### config.mk
export PLATFORM = sky130hd
export DESIGN_NAME = bit_4_serial_subtractor
export DESIGN_NICKNAME = d
export VERILOG_FILES = /design/src/rtl/bit_4_sub_pkg.sv /design/src/rtl/full_subtractor_nand.sv /design/src/rtl/bit_4_serial_subtractor.sv
export SDC_FILE = /design/constraint.sdc
export NUM_CORES = 1
export LEC_CHECK = 0
export CORE_UTILIZATION = 45
export CTS_CLUSTER_SIZE = 30
export DETAILED_ROUTE_END_ITERATION = 10
export GPL_TIMING_DRIVEN = 0
export PLACE_DENSITY = 0.74
export SYNTH_ARGS = -nofsm -noshare
export SYNTH_HDL_FRONTEND = slang
export SYNTH_SLANG_ARGS = --single-unit
### constraint.sdc
create_clock -name clk -period 1.7 [get_ports clk]
set_input_delay 0.17 -clock clk [delete_from_list [all_inputs] [get_ports clk]]
set_output_delay 0.17 -clock clk [all_outputs]
set_load 0.02 [all_outputs]
### src/rtl/bit_4_sub_pkg.sv
// -----------------------------------------------------------------------------
// bit_4_sub_pkg
// Shared definitions for the bit-serial subtractor:
//   state_t        - sequencer states (IDLE, SHIFT, DONE)
//   DEFAULT_WIDTH  - default operand/result width
//   cnt_width()    - width of the bit counter for a given operand width
// -----------------------------------------------------------------------------
package bit_4_sub_pkg;

    typedef enum logic [1:0] {
        IDLE  = 2'd0,
        SHIFT = 2'd1,
        DONE  = 2'd2
    } state_t;

    localparam int DEFAULT_WIDTH = 4;

    // The counter only has to reach WIDTH-1, so $clog2(WIDTH) bits suffice.
    // Guard against a zero-width counter for degenerate widths.
    function automatic int cnt_width(input int width);
        return (width < 2) ? 1 : $clog2(width);
    endfunction

endpackage

### src/rtl/full_subtractor_nand.sv
// -----------------------------------------------------------------------------
// full_subtractor_nand
// One-bit full subtractor built exclusively from 2-input NAND cells.
//   x    in  1  minuend bit
//   y    in  1  subtrahend bit
//   bin  in  1  borrow in
//   d    out 1  difference  = x ^ y ^ bin
//   bout out 1  borrow out  = (~x & y) | (~(x ^ y) & bin)
// Also contains nand2_cell, the single primitive the subtractor is made of.
// -----------------------------------------------------------------------------
module nand2_cell (
    input  logic a,
    input  logic b,
    output logic y
);
    assign y = ~(a & b);
endmodule

module full_subtractor_nand (
    input  logic x,
    input  logic y,
    input  logic bin,
    output logic d,
    output logic bout
);
    logic n1, n2, n3, p;
    logic m1, m2, m3;

    // First XOR stage: p = x ^ y. As a by-product n3 = ~(~x & y).
    nand2_cell u_n1 (.a(x),  .b(y),  .y(n1));
    nand2_cell u_n2 (.a(x),  .b(n1), .y(n2));
    nand2_cell u_n3 (.a(y),  .b(n1), .y(n3));
    nand2_cell u_p  (.a(n2), .b(n3), .y(p));

    // Second XOR stage: d = p ^ bin. As a by-product m3 = ~(~p & bin).
    nand2_cell u_m1 (.a(p),   .b(bin), .y(m1));
    nand2_cell u_m2 (.a(p),   .b(m1),  .y(m2));
    nand2_cell u_m3 (.a(bin), .b(m1),  .y(m3));
    nand2_cell u_d  (.a(m2),  .b(m3),  .y(d));

    // The two XOR by-products are exactly the inverted borrow terms,
    // so one more NAND ORs them together.
    nand2_cell u_bo (.a(n3), .b(m3), .y(bout));

endmodule

### src/rtl/bit_4_serial_subtractor.sv
// -----------------------------------------------------------------------------
// bit_4_serial_subtractor
// Bit-serial subtractor computing A - B - Bin over WIDTH cycles, LSB first,
// with a single NAND full-subtractor cell.
//   clk      in  1      rising-edge clock
//   rst      in  1      asynchronous active-high reset
//   start    in  1      request, sampled only in IDLE
//   a_in     in  WIDTH  minuend
//   b_in     in  WIDTH  subtrahend
//   bin_in   in  1      borrow in
//   busy     out 1      high from accepted start until back in IDLE
//   done     out 1      one-cycle result-valid pulse
//   diff_out out WIDTH  registered difference, held until next done
//   bout_out out 1      registered borrow out (unsigned underflow)
//   ovf_out  out 1      signed overflow
// Build option: define SUB_OVERFLOW_EN to build the overflow flag; otherwise
// ovf_out is tied low.
// -----------------------------------------------------------------------------
module bit_4_serial_subtractor
    import bit_4_sub_pkg::*;
#(
    parameter int WIDTH = DEFAULT_WIDTH
) (
    input  logic             clk,
    input  logic             rst,
    input  logic             start,
    input  logic [WIDTH-1:0] a_in,
    input  logic [WIDTH-1:0] b_in,
    input  logic             bin_in,
    output logic             busy,
    output logic             done,
    output logic [WIDTH-1:0] diff_out,
    output logic             bout_out,
    output logic             ovf_out
);

    localparam int             CW   = cnt_width(WIDTH);
    localparam logic [CW-1:0]  LAST = CW'(WIDTH - 1);

    state_t           state_reg, state_next;
    logic [WIDTH-1:0] a_sr, b_sr, res_sr;
    logic             borrow_reg;
    logic [CW-1:0]    cnt_reg;
    logic             cell_d, cell_bout;
    logic             last_bit;

    assign last_bit = (cnt_reg == LAST);

    full_subtractor_nand u_cell (
        .x    (a_sr[0]),
        .y    (b_sr[0]),
        .bin  (borrow_reg),
        .d    (cell_d),
        .bout (cell_bout)
    );

    // ---------------- sequencer ----------------
    always_ff @(posedge clk or posedge rst) begin
        if (rst) state_reg <= IDLE;
        else     state_reg <= state_next;
    end

    // busy/done decode straight from the state register, so they drop
    // the instant reset asserts.
    always_comb begin
        state_next = state_reg;
        busy       = 1'b0;
        done       = 1'b0;
        unique case (state_reg)
            IDLE: begin
                if (start) state_next = SHIFT;
            end
            SHIFT: begin
                busy = 1'b1;
                if (last_bit) state_next = DONE;
            end
            DONE: begin
                busy       = 1'b1;
                done       = 1'b1;
                state_next = IDLE;
            end
            default: state_next = IDLE;
        endcase
    end

    // ---------------- datapath ----------------
    always_ff @(posedge clk or posedge rst) begin
        if (rst) begin
            a_sr       <= '0;
            b_sr       <= '0;
            res_sr     <= '0;
            borrow_reg <= 1'b0;
            cnt_reg    <= '0;
            diff_out   <= '0;
            bout_out   <= 1'b0;
        end else begin
            unique case (state_reg)
                IDLE: begin
                    if (start) begin
                        a_sr       <= a_in;
                        b_sr       <= b_in;
                        borrow_reg <= bin_in;
                        cnt_reg    <= '0;
                    end
                end
                SHIFT: begin
                    a_sr       <= a_sr >> 1;
                    b_sr       <= b_sr >> 1;
                    // Difference bits enter at the MSB and walk toward bit 0,
                    // so after WIDTH shifts the first bit computed sits at LSB.
                    res_sr     <= {cell_d, res_sr[WIDTH-1:1]};
                    borrow_reg <= cell_bout;
                    cnt_reg    <= cnt_reg + CW'(1);
                    if (last_bit) begin
                        diff_out <= {cell_d, res_sr[WIDTH-1:1]};
                        bout_out <= cell_bout;
                    end
                end
                default: ;
            endcase
        end
    end

`ifdef SUB_OVERFLOW_EN
    // On the last bit the cell inputs are the operand MSBs and cell_d is the
    // result MSB, so no extra capture of the sign bits is needed.
    logic ovf_reg;

    always_ff @(posedge clk or posedge rst) begin
        if (rst) begin
            ovf_reg <= 1'b0;
        end else if (state_reg == SHIFT && last_bit) begin
            ovf_reg <= (a_sr[0] ^ b_sr[0]) & (cell_d ^ a_sr[0]);
        end
    end

    assign ovf_out = ovf_reg;
`else
    assign ovf_out = 1'b0;
`endif

endmodule

Yosys cells after proc, flatten, opt, wreduce, memory -nomap -nowiden
Cells that the tools add are included.
{"block": "word_totals", "in_bits": 12, "reg_bits": 22, "wordCells": 51}
{"block": "op_classes", "reduce_logical": 6, "n_addsub": 1, "n_eq_ne": 5, "bitwise": 18, "muxes": 13}
{"op": "case mux 4 bit (2 select lines)", "count": 2}
{"op": "bitwise AND 1 bit", "count": 9}
{"op": "inverter 1 bit", "count": 9}
{"op": "2-to-1 mux 4 bit", "count": 2}
{"op": "case mux 2 bit (2 select lines)", "count": 2}
{"op": "2-to-1 mux 2 bit", "count": 3}
{"op": "AND reduction 2 bit", "count": 3}
{"op": "== test 2 bit, second input constant", "count": 2}
{"op": "!= test 2 bit, second input constant", "count": 2}
{"op": "2-to-1 mux 1 bit", "count": 3}
{"op": "adder 2 x 1 -> 2 bit, second input constant", "count": 1}
{"op": "== test 2 x 1 -> 1 bit, second input constant", "count": 1}
{"op": "zero test 2 bit", "count": 1}
{"op": "case mux 1 bit (2 select lines)", "count": 1}
{"op": "nonzero test 2 bit", "count": 1}
{"op": "OR reduction 2 bit", "count": 1}

Depth between registers and ports, before layout
Gate-level depths: netlist of run 1.
{"block": "logic_depth", "depth_word": 13, "ltp_mapped": 6, "mapped_depth_nobuf": 5}

Hierarchy
From an unflattened synthesis of run 1, not the netlist that was laid out.
{"block": "unflattened", "cells_unflattened": 98, "area_unflattened_um2": 1072.3}
{"mod": "bit_4_serial_subtractor", "area_per_inst_um2": 1038.5, "instances": 1, "cells_per_inst": 89}
{"mod": "nand2_cell", "area_per_inst_um2": 3.8, "instances": 9, "cells_per_inst": 1}

Least setup slack after synthesis of run 1
No wires, ideal clock.
{"block": "synth_path", "path_kind": "reg2reg", "start": "register state_reg[0]", "end": "register cnt_reg[0]", "synth_period_minus_slack_ns": 1.390, "stages_incl_launch_ff": 7, "path_buffers": 1, "path_slack_ns": 0.310, "arrival_ns": 1.266, "required_ns": 1.575, "path_cell_list": "dfrtp_1 inv_1 ha_1 nand2b_4 and2_4 buf_6 mux2_2"}
{"block": "synth_via", "elab_chain_len": 3, "word_cells_on_any_way": 6, "cone_classes": "eq/ne (2); mux (1); reduce/logical (3)"}
{"element": "start: declaration", "line": "bit_4_serial_subtractor.sv:40", "source": "state_t state_reg, state_next;"}
{"element": "start signal: assignment", "line": "bit_4_serial_subtractor.sv:60", "source": "else state_reg <= state_next;"}
{"element": "== test 2 x 1 -> 1 bit / zero test 2 bit (equally long branches)", "line": "bit_4_serial_subtractor.sv:97", "source": "unique case (state_reg)"}
{"element": "nonzero test 2 bit (no source line) / != test 2 bit (equally long branches)"}
{"element": "AND reduction 2 bit (no source line)"}
{"element": "end signal: assignment", "line": "bit_4_serial_subtractor.sv:113", "source": "cnt_reg <= cnt_reg + CW'(1);"}
{"element": "end: declaration", "line": "bit_4_serial_subtractor.sv:43", "source": "logic [CW-1:0] cnt_reg;"}
Parallel ways exist; a longest one is shown, timed or not.
A chain may end at the register's enable or synchronous reset.

Final worst setup path of run 1
{"block": "layout_path", "start": "register state_reg[0]", "end": "output busy"}
{"block": "layout_via", "elab_chain_len": 3, "word_cells_on_any_way": 4, "cone_classes": "eq/ne (2); mux (1); reduce/logical (1)"}
{"element": "== test 2 x 1 -> 1 bit / == test 2 bit (equally long branches)", "line": "bit_4_serial_subtractor.sv:69", "source": "unique case (state_reg)"}
{"element": "OR reduction 2 bit (no source line) (*)"}
{"element": "2-to-1 mux 1 bit (*)", "line": "bit_4_serial_subtractor.sv:69"}
{"element": "end: declaration", "line": "bit_4_serial_subtractor.sv:30", "source": "output logic busy,"}
Every way passes the cells marked *; elsewhere a longest branch is shown, timed or not.

==> reports/qor.csv, run 1 <==
metric,value,unit
slew_headroom,0.471,
syn_nets,108,
htreeDepth,1,
grt_use_total,0.194,
placed_cell_area,0.00128,sq mm
dp_hpwl,1490,um
n_antenna_cell,0,
antenna_found_initial,0,
final_cell_area,0.00130,sq mm
critPathRequiredTime,1.53,ns
fin_util,0.588,
tritoncts,built,
coreArea,0.00221,sq mm
power.leakage,0.581,nW
wl,2070,um
grt_max_degree,22,
rsz0062_at_grt,no,
dr.pass1.iters,3,
ys_ff_latch,21,
overflow,0,
ys_seq_area_frac,0.495,
fin_crit_sh,0.921,
hold_ws,0.297,ns
drc_errors,0,
netlist_instances,91,
clk_path_buf_depth,2,
syn2layout_area_growth,22.5,%
num_vias,749,
startpoint_type,flop,
peakVddDrop,0.000961,V
arrival,1.40,ns
powerDensity,1960,mW/mm^2
skew,0.00230,ns
ioPinCount,20,
end_kind,output pin,
worst_slew_pin_slew,0.793,ns
ys_warn_count,0,
finalMaxSlewViolations,0,
largestRegisters,"a_sr: 4 flops, b_sr: 4 flops, diff_out: 4 flops",
grt_pass1_wl,3490,um
crit_type,flop to output pin,
cts_buffers,3,
cts_setup_buffers,0,
max_freq,639,MHz
hp-class,input pin to asynchronous set/reset pin,
syn_avg_cell_area,11.7,sq um
clkLatencyLatePin,0.31,ns
port_buffers,18,
first_global_vias,784,
rows,17,
hold_viol,0,
synth_edf_count,0,
die_y,50.6,um
root_buffer,clkbuf_4,
start_util,0.480,
die_w,50.6,um
place_congestion,0.749,
synth_cell_type_count,28,
finalPower,0.00255,W
cts_sinks,21,
drive_gt1_frac,0.168,
finalSetupViolCount,0,
avgViaCountPerCell,5.31,
avgRoutedWirePerCell,14.7,um
cap_violations,0,
syn_area,0.00106,sq mm
synthArstFlopShare,1.00,
dieArea,0.00256,sq mm
cts.clk_slew.worst_paths,0.12,ns
synth-main-ff-cell,dfrtp_1,
crit_fanout,3,
status,completed,
fin_nets,131,
post-route-min-period,1.57,ns
dr.first_iter.drc_count,5,
ant_nets,0,
tns,0,ns
[synthesized netlist by cell type, drive strengths merged, types with 2 or more instances]
master	n	area, sq um
buf	5	38.8
inv	12	45.1
o2bb2ai	2	17.5
mux2	8	90.1
nand2b	2	20.0
o22ai	5	31.3
nor2	5	18.8
nand2	3	11.3
a21oi	4	20.0
dfrtp	21	526
o21ai	4	20.0
ha	4	50.1
a221oi	6	90.1
nand3	2	10.0
[where the power goes]
| group | switching [W] | internal [W] | leakage [nW] |
|---|---|---|---|
| sequential | 0.000140 | 0.000738 | 0.250 |
| clock | 0.000157 | 0.0000917 | 0.0150 |
| combinational | 0.000756 | 0.000670 | 0.316 |
| total | 0.00105 | 0.00150 | 0.581 |
[cells in the final DEF, fill, tap and decap left out]
| master | n |
|---|---|
| fa_1 | 1 |
| inv_1 | 10 |
| o21ai_0 | 1 |
| mux2_2 | 1 |
| a221oi_2 | 6 |
| o2bb2ai_1 | 2 |
| clkbuf_4 | 3 |
| o221a_1 | 1 |
| dfrtp_1 | 21 |
| nand2b_4 | 1 |
| conb_1 | 1 |
| a22o_1 | 1 |
| clkdlybuf4s50_1 | 16 |
| a21oi_1 | 4 |
| and2_4 | 1 |
| dlygate4sd2_1 | 2 |
| clkbuf_1 | 1 |
| buf_2 | 1 |
| buf_4 | 3 |
| nor3_1 | 1 |
| ha_1 | 4 |
| buf_6 | 1 |
| nand2b_1 | 1 |
| nor2_1 | 5 |
| inv_2 | 2 |
| a2bb2oi_1 | 1 |
| o22ai_1 | 5 |
| nand2_1 | 3 |
| mux2_1 | 7 |
| o21ai_1 | 3 |
| nand3_1 | 2 |
| nand3b_1 | 1 |
[layout make-up]
cell class              count  area, sq um
multi-input cells          53          453
clock buffers               4         26.3
repair buffers             18          178
inverters                  12         45.0
plain buffers               5         38.8
fillers                   195          911
flip-flops and latches     21          526
well taps                  28         35.0
[final timing paths]
check | from | cells past startpoint | slack, ns | end
max in group asynchronous | rst | 2 | 0.91 | b_sr[3]
worst min-delay path | rst | 2 | 0.30 | diff_out[3]
worst max-delay path | state_reg[0] | 3 | 0.13 | busy
worst min register to register | bout_out | 2 | 0.50 | bout_out
worst max register to register | state_reg[1] | 5 | 0.15 | diff_out[1]
min in group clk | bout_out | 2 | 0.50 | bout_out
[critical path: stages (launching register included)]
cell,delay [ns]
dfrtp_1,0.41
inv_1,0.07
ha_1,0.29
dlygate4sd2_1,0.32
[through the flow]
stage / std cells / worst slack (ns)
after CTS: 141 / 0.122
after floorplan: 91 / 0.310
after detailed placement: 137 / 0.146
after global routing: 141 / 0.0503
final: 141 / 0.135
after global placement: 137 / 0.189
[per-layer routing]
metal	vias up	track usage	part of all wire
met5	-	0	0
met4	0	0.125	0.024
met3	5	0.0333	0.035
met2	17	0.329	0.51
met1	361	0.225	0.43
li1	366	-	-
[timing repair]
action                     in CTS  in global routing
setup endpoints to repair       2                  0
hold endpoints to repair        0                  0
gates resized for setup         2                  0
hold buffers                    0                  0
[kinds of logic after synthesis]
group,count (synthesis),synth area share
AOI/OAI and AO/OA,24,0.196
DFF,21,0.495
muxes,8,0.0848
buffers and inverters,17,0.0789
adders and majority gates,5,0.0660
and+or+nand+nor,15,0.0766
other,1,0.00353
Note: power is estimated with default switching activity, not from simulation.
==> run 2, diff against run 1 <==
CORE_ASPECT_RATIO = 1.2   (was default)
CORE_MARGIN = 2   (was default)
CTS_CLUSTER_SIZE = 12   (was 30)
==> run 2 against run 1 <==
Compared with the run above: worst setup slack gained 0.027 ns; combinational power shrank 3%; hold slack gained 0.0073 ns; global-route usage shrank 3.9 points; total power shrank 1.6%.
==> reports/qor.csv, run 2 (same netlist as run 1, synthesis figures left out) <==
metric,value,unit,change
status,completed,,
tns,0,ns,unchanged
drc_errors,0,,unchanged
grt_max_degree,22,,unchanged
finalSetupViolCount,0,,unchanged
ant_nets,0,,unchanged
fin_nets,131,,unchanged
place_inst,140,,+2.2%
wl,1830,um,-12%
seq_power_share,0.346,,+0.002
num_vias,759,,+1.3%
htreeDepth,1,,unchanged
hold_ws,0.304,ns,+0.00729 ns
place_congestion,0.736,,-1.7%
max_freq,650,MHz,+1.8%
final_cells,144,,+2.1%
die_w,48.4,um,-4.4%
drive_gt1_frac,0.168,,unchanged
coreArea,0.00226,sq mm,+2.1%
worst_slew_pin_slew,0.796,ns,+0.00387 ns
clk_path_buf_depth,2,,unchanged
arrival,1.37,ns,-0.03 ns
path_delay_family,flip-flops,,
finalMaxSlewViolations,0,,unchanged
p_int,0.00149,W,-0.33%
startpoint_type,flop,,
placed_cell_area,0.00128,sq mm,+0.29%
avgViaCountPerCell,5.27,,-0.78%
cpPeakStageDelay,0.40,ns,about the same
rrSetupSlack,0.19,ns,+0.04 ns
largestRegisters,"a_sr: 4 flops, b_sr: 4 flops, diff_out: 4 flops",,
cts_sinks,21,,unchanged
antenna_found_initial,0,,unchanged
cts_setup_buffers,0,,unchanged
start_util,0.470,,-0.00984
dr.first_iter.drc_count,2,,-3
n_antenna_cell,0,,unchanged
critPathRequiredTime,1.53,ns,about the same
port_buffers,18,,unchanged
rows,19,,+2
peakVddDrop,0.000945,V,-1.7%
root_buffer,clkbuf_4,,
p_clk_frac,0.098,,about the same
die_y,57.2,um,+13%
r2r.worst_path.cells,6,,+1
ctsHoldBuffers,0,,unchanged
crit_fanout,3,,unchanged
endpoint,busy,,
cts_buffers,3,,unchanged
startpoint,state_reg[0],,
sw_frac_of_total,0.405,,-0.00773
p_switching,0.00102,W,-3.5%
crit_buf_inv,2,,unchanged
dp_hpwl,1380,um,-7.1%
hp-class,input pin to asynchronous set/reset pin,,
post-route-min-period,1.54,ns,-0.0271 ns
crit_type,flop to output pin,,
ioPinCount,20,,unchanged
cts.clk_slew.worst_paths,0.12,ns,about the same
crit_cells,3,,unchanged
timing.rr.end,cnt_reg[0],,
rsz0062_at_grt,no,,
cap_violations,0,,unchanged
dieArea,0.00277,sq mm,+8.1%
hold_viol,0,,unchanged
power.leakage,0.581,nW,unchanged
tritoncts,built,,
mostFrequentLayoutCells,"dfrtp_1, clkdlybuf4s50_1, inv_1, mux2_1, a221oi_2",,
avgRoutedWirePerCell,12.7,um,-14%
combPwrFrac,0.556,,-0.003
crit_chain,"inv_1, ha_1, dlygate4sd2_1",,
grt_use_total,0.155,,-0.0393
slew_headroom,0.468,,-0.00258
grt_pass1_wl,3240,um,-7.1%
final_cell_area,0.00131,sq mm,+0.29%
end_kind,output pin,,
fin_crit_sh,0.905,,-0.0159
powerDensity,1920,mW/mm^2,-1.9%
regToRegStartpoint,state_reg[0],,
cpMaxStageDelayCell,dfrtp_1,,
final_common_cell,dfrtp_1,,
ctsResizeCount,2,,unchanged
clkLatencyLatePin,0.30,ns,about the same
skew,0.00406,ns,+0.00175 ns
syn2layout_area_growth,22.9,%,
dr.pass1.iters,2,,-1
first_global_vias,719,,-8.3%
overflow,0,,unchanged
[run 2: cell counts in the layout (fill, tap and decap cells not counted)]
No cell type changed its count.
[run 2: worst min path at each step]
stage,startpoint,to,slack [ns],cells after the start
3_5_place_dp,res_sr[1],res_sr[1],0.48,1
4_1_cts,rst,bout_out,0.34,2
5_1_grt,rst,diff_out[2],0.41,2
2_1_floorplan,rst,a_sr[0],0.15,1
6_report,rst,bout_out,0.30,2
3_3_place_gp,res_sr[1],res_sr[1],0.47,1
[run 2: cell type report]
| cell class | count | area [sq um] |
|---|---|---|
| Tap cell | 31 | 38.8 |
| Sequential cell | 21 | 526 |
| Fill cell | 205 | 953 |
| Buffer | 5 | 38.8 |
| Inverter | 12 | 45.0 |
| Multi-Input combinational cell | 53 | 453 |
| Clock buffer | 4 | 26.3 |
| Timing Repair Buffer | 18 | 178 |
[run 2: worst register-to-register path, stage by stage, from the launching register on]
cell and delay, ns:
dfrtp_1 0.42, inv_1 0.09, ha_1 0.26, nand2b_4 0.08, and2_4 0.16, buf_6 0.14, mux2_2 0.26
[run 2: per-stage QoR]
stage	worst slack [ns]	utilization	total power, W
final	0.162	0.578	0.00251
after global routing	0.0857	0.578	0.00273
after CTS	0.153	0.578	0.00254
after detailed placement	0.170	0.567	0.00232
after global placement	0.188	0.567	0.00227
after floorplan	0.310	-	0.00193
[run 2: power by group through the flow]
stage | logic, W | clock network, W | registers (W)
3_3_place_gp | 0.00140 | 0 | 0.000874
6_report | 0.00139 | 0.000246 | 0.000870
2_1_floorplan | 0.00101 | 0 | 0.000927
3_5_place_dp | 0.00143 | 0 | 0.000887
4_1_cts | 0.00142 | 0.000253 | 0.000874
5_1_grt | 0.00155 | 0.000273 | 0.000902
[run 2: routing by layer]
layer,global-route usage,up-vias,wire [um]
li1,-,367,-
met1,0.191,377,808
met2,0.270,13,945
met3,0.0236,2,56
met4,0.0735,0,17
met5,0,-,0
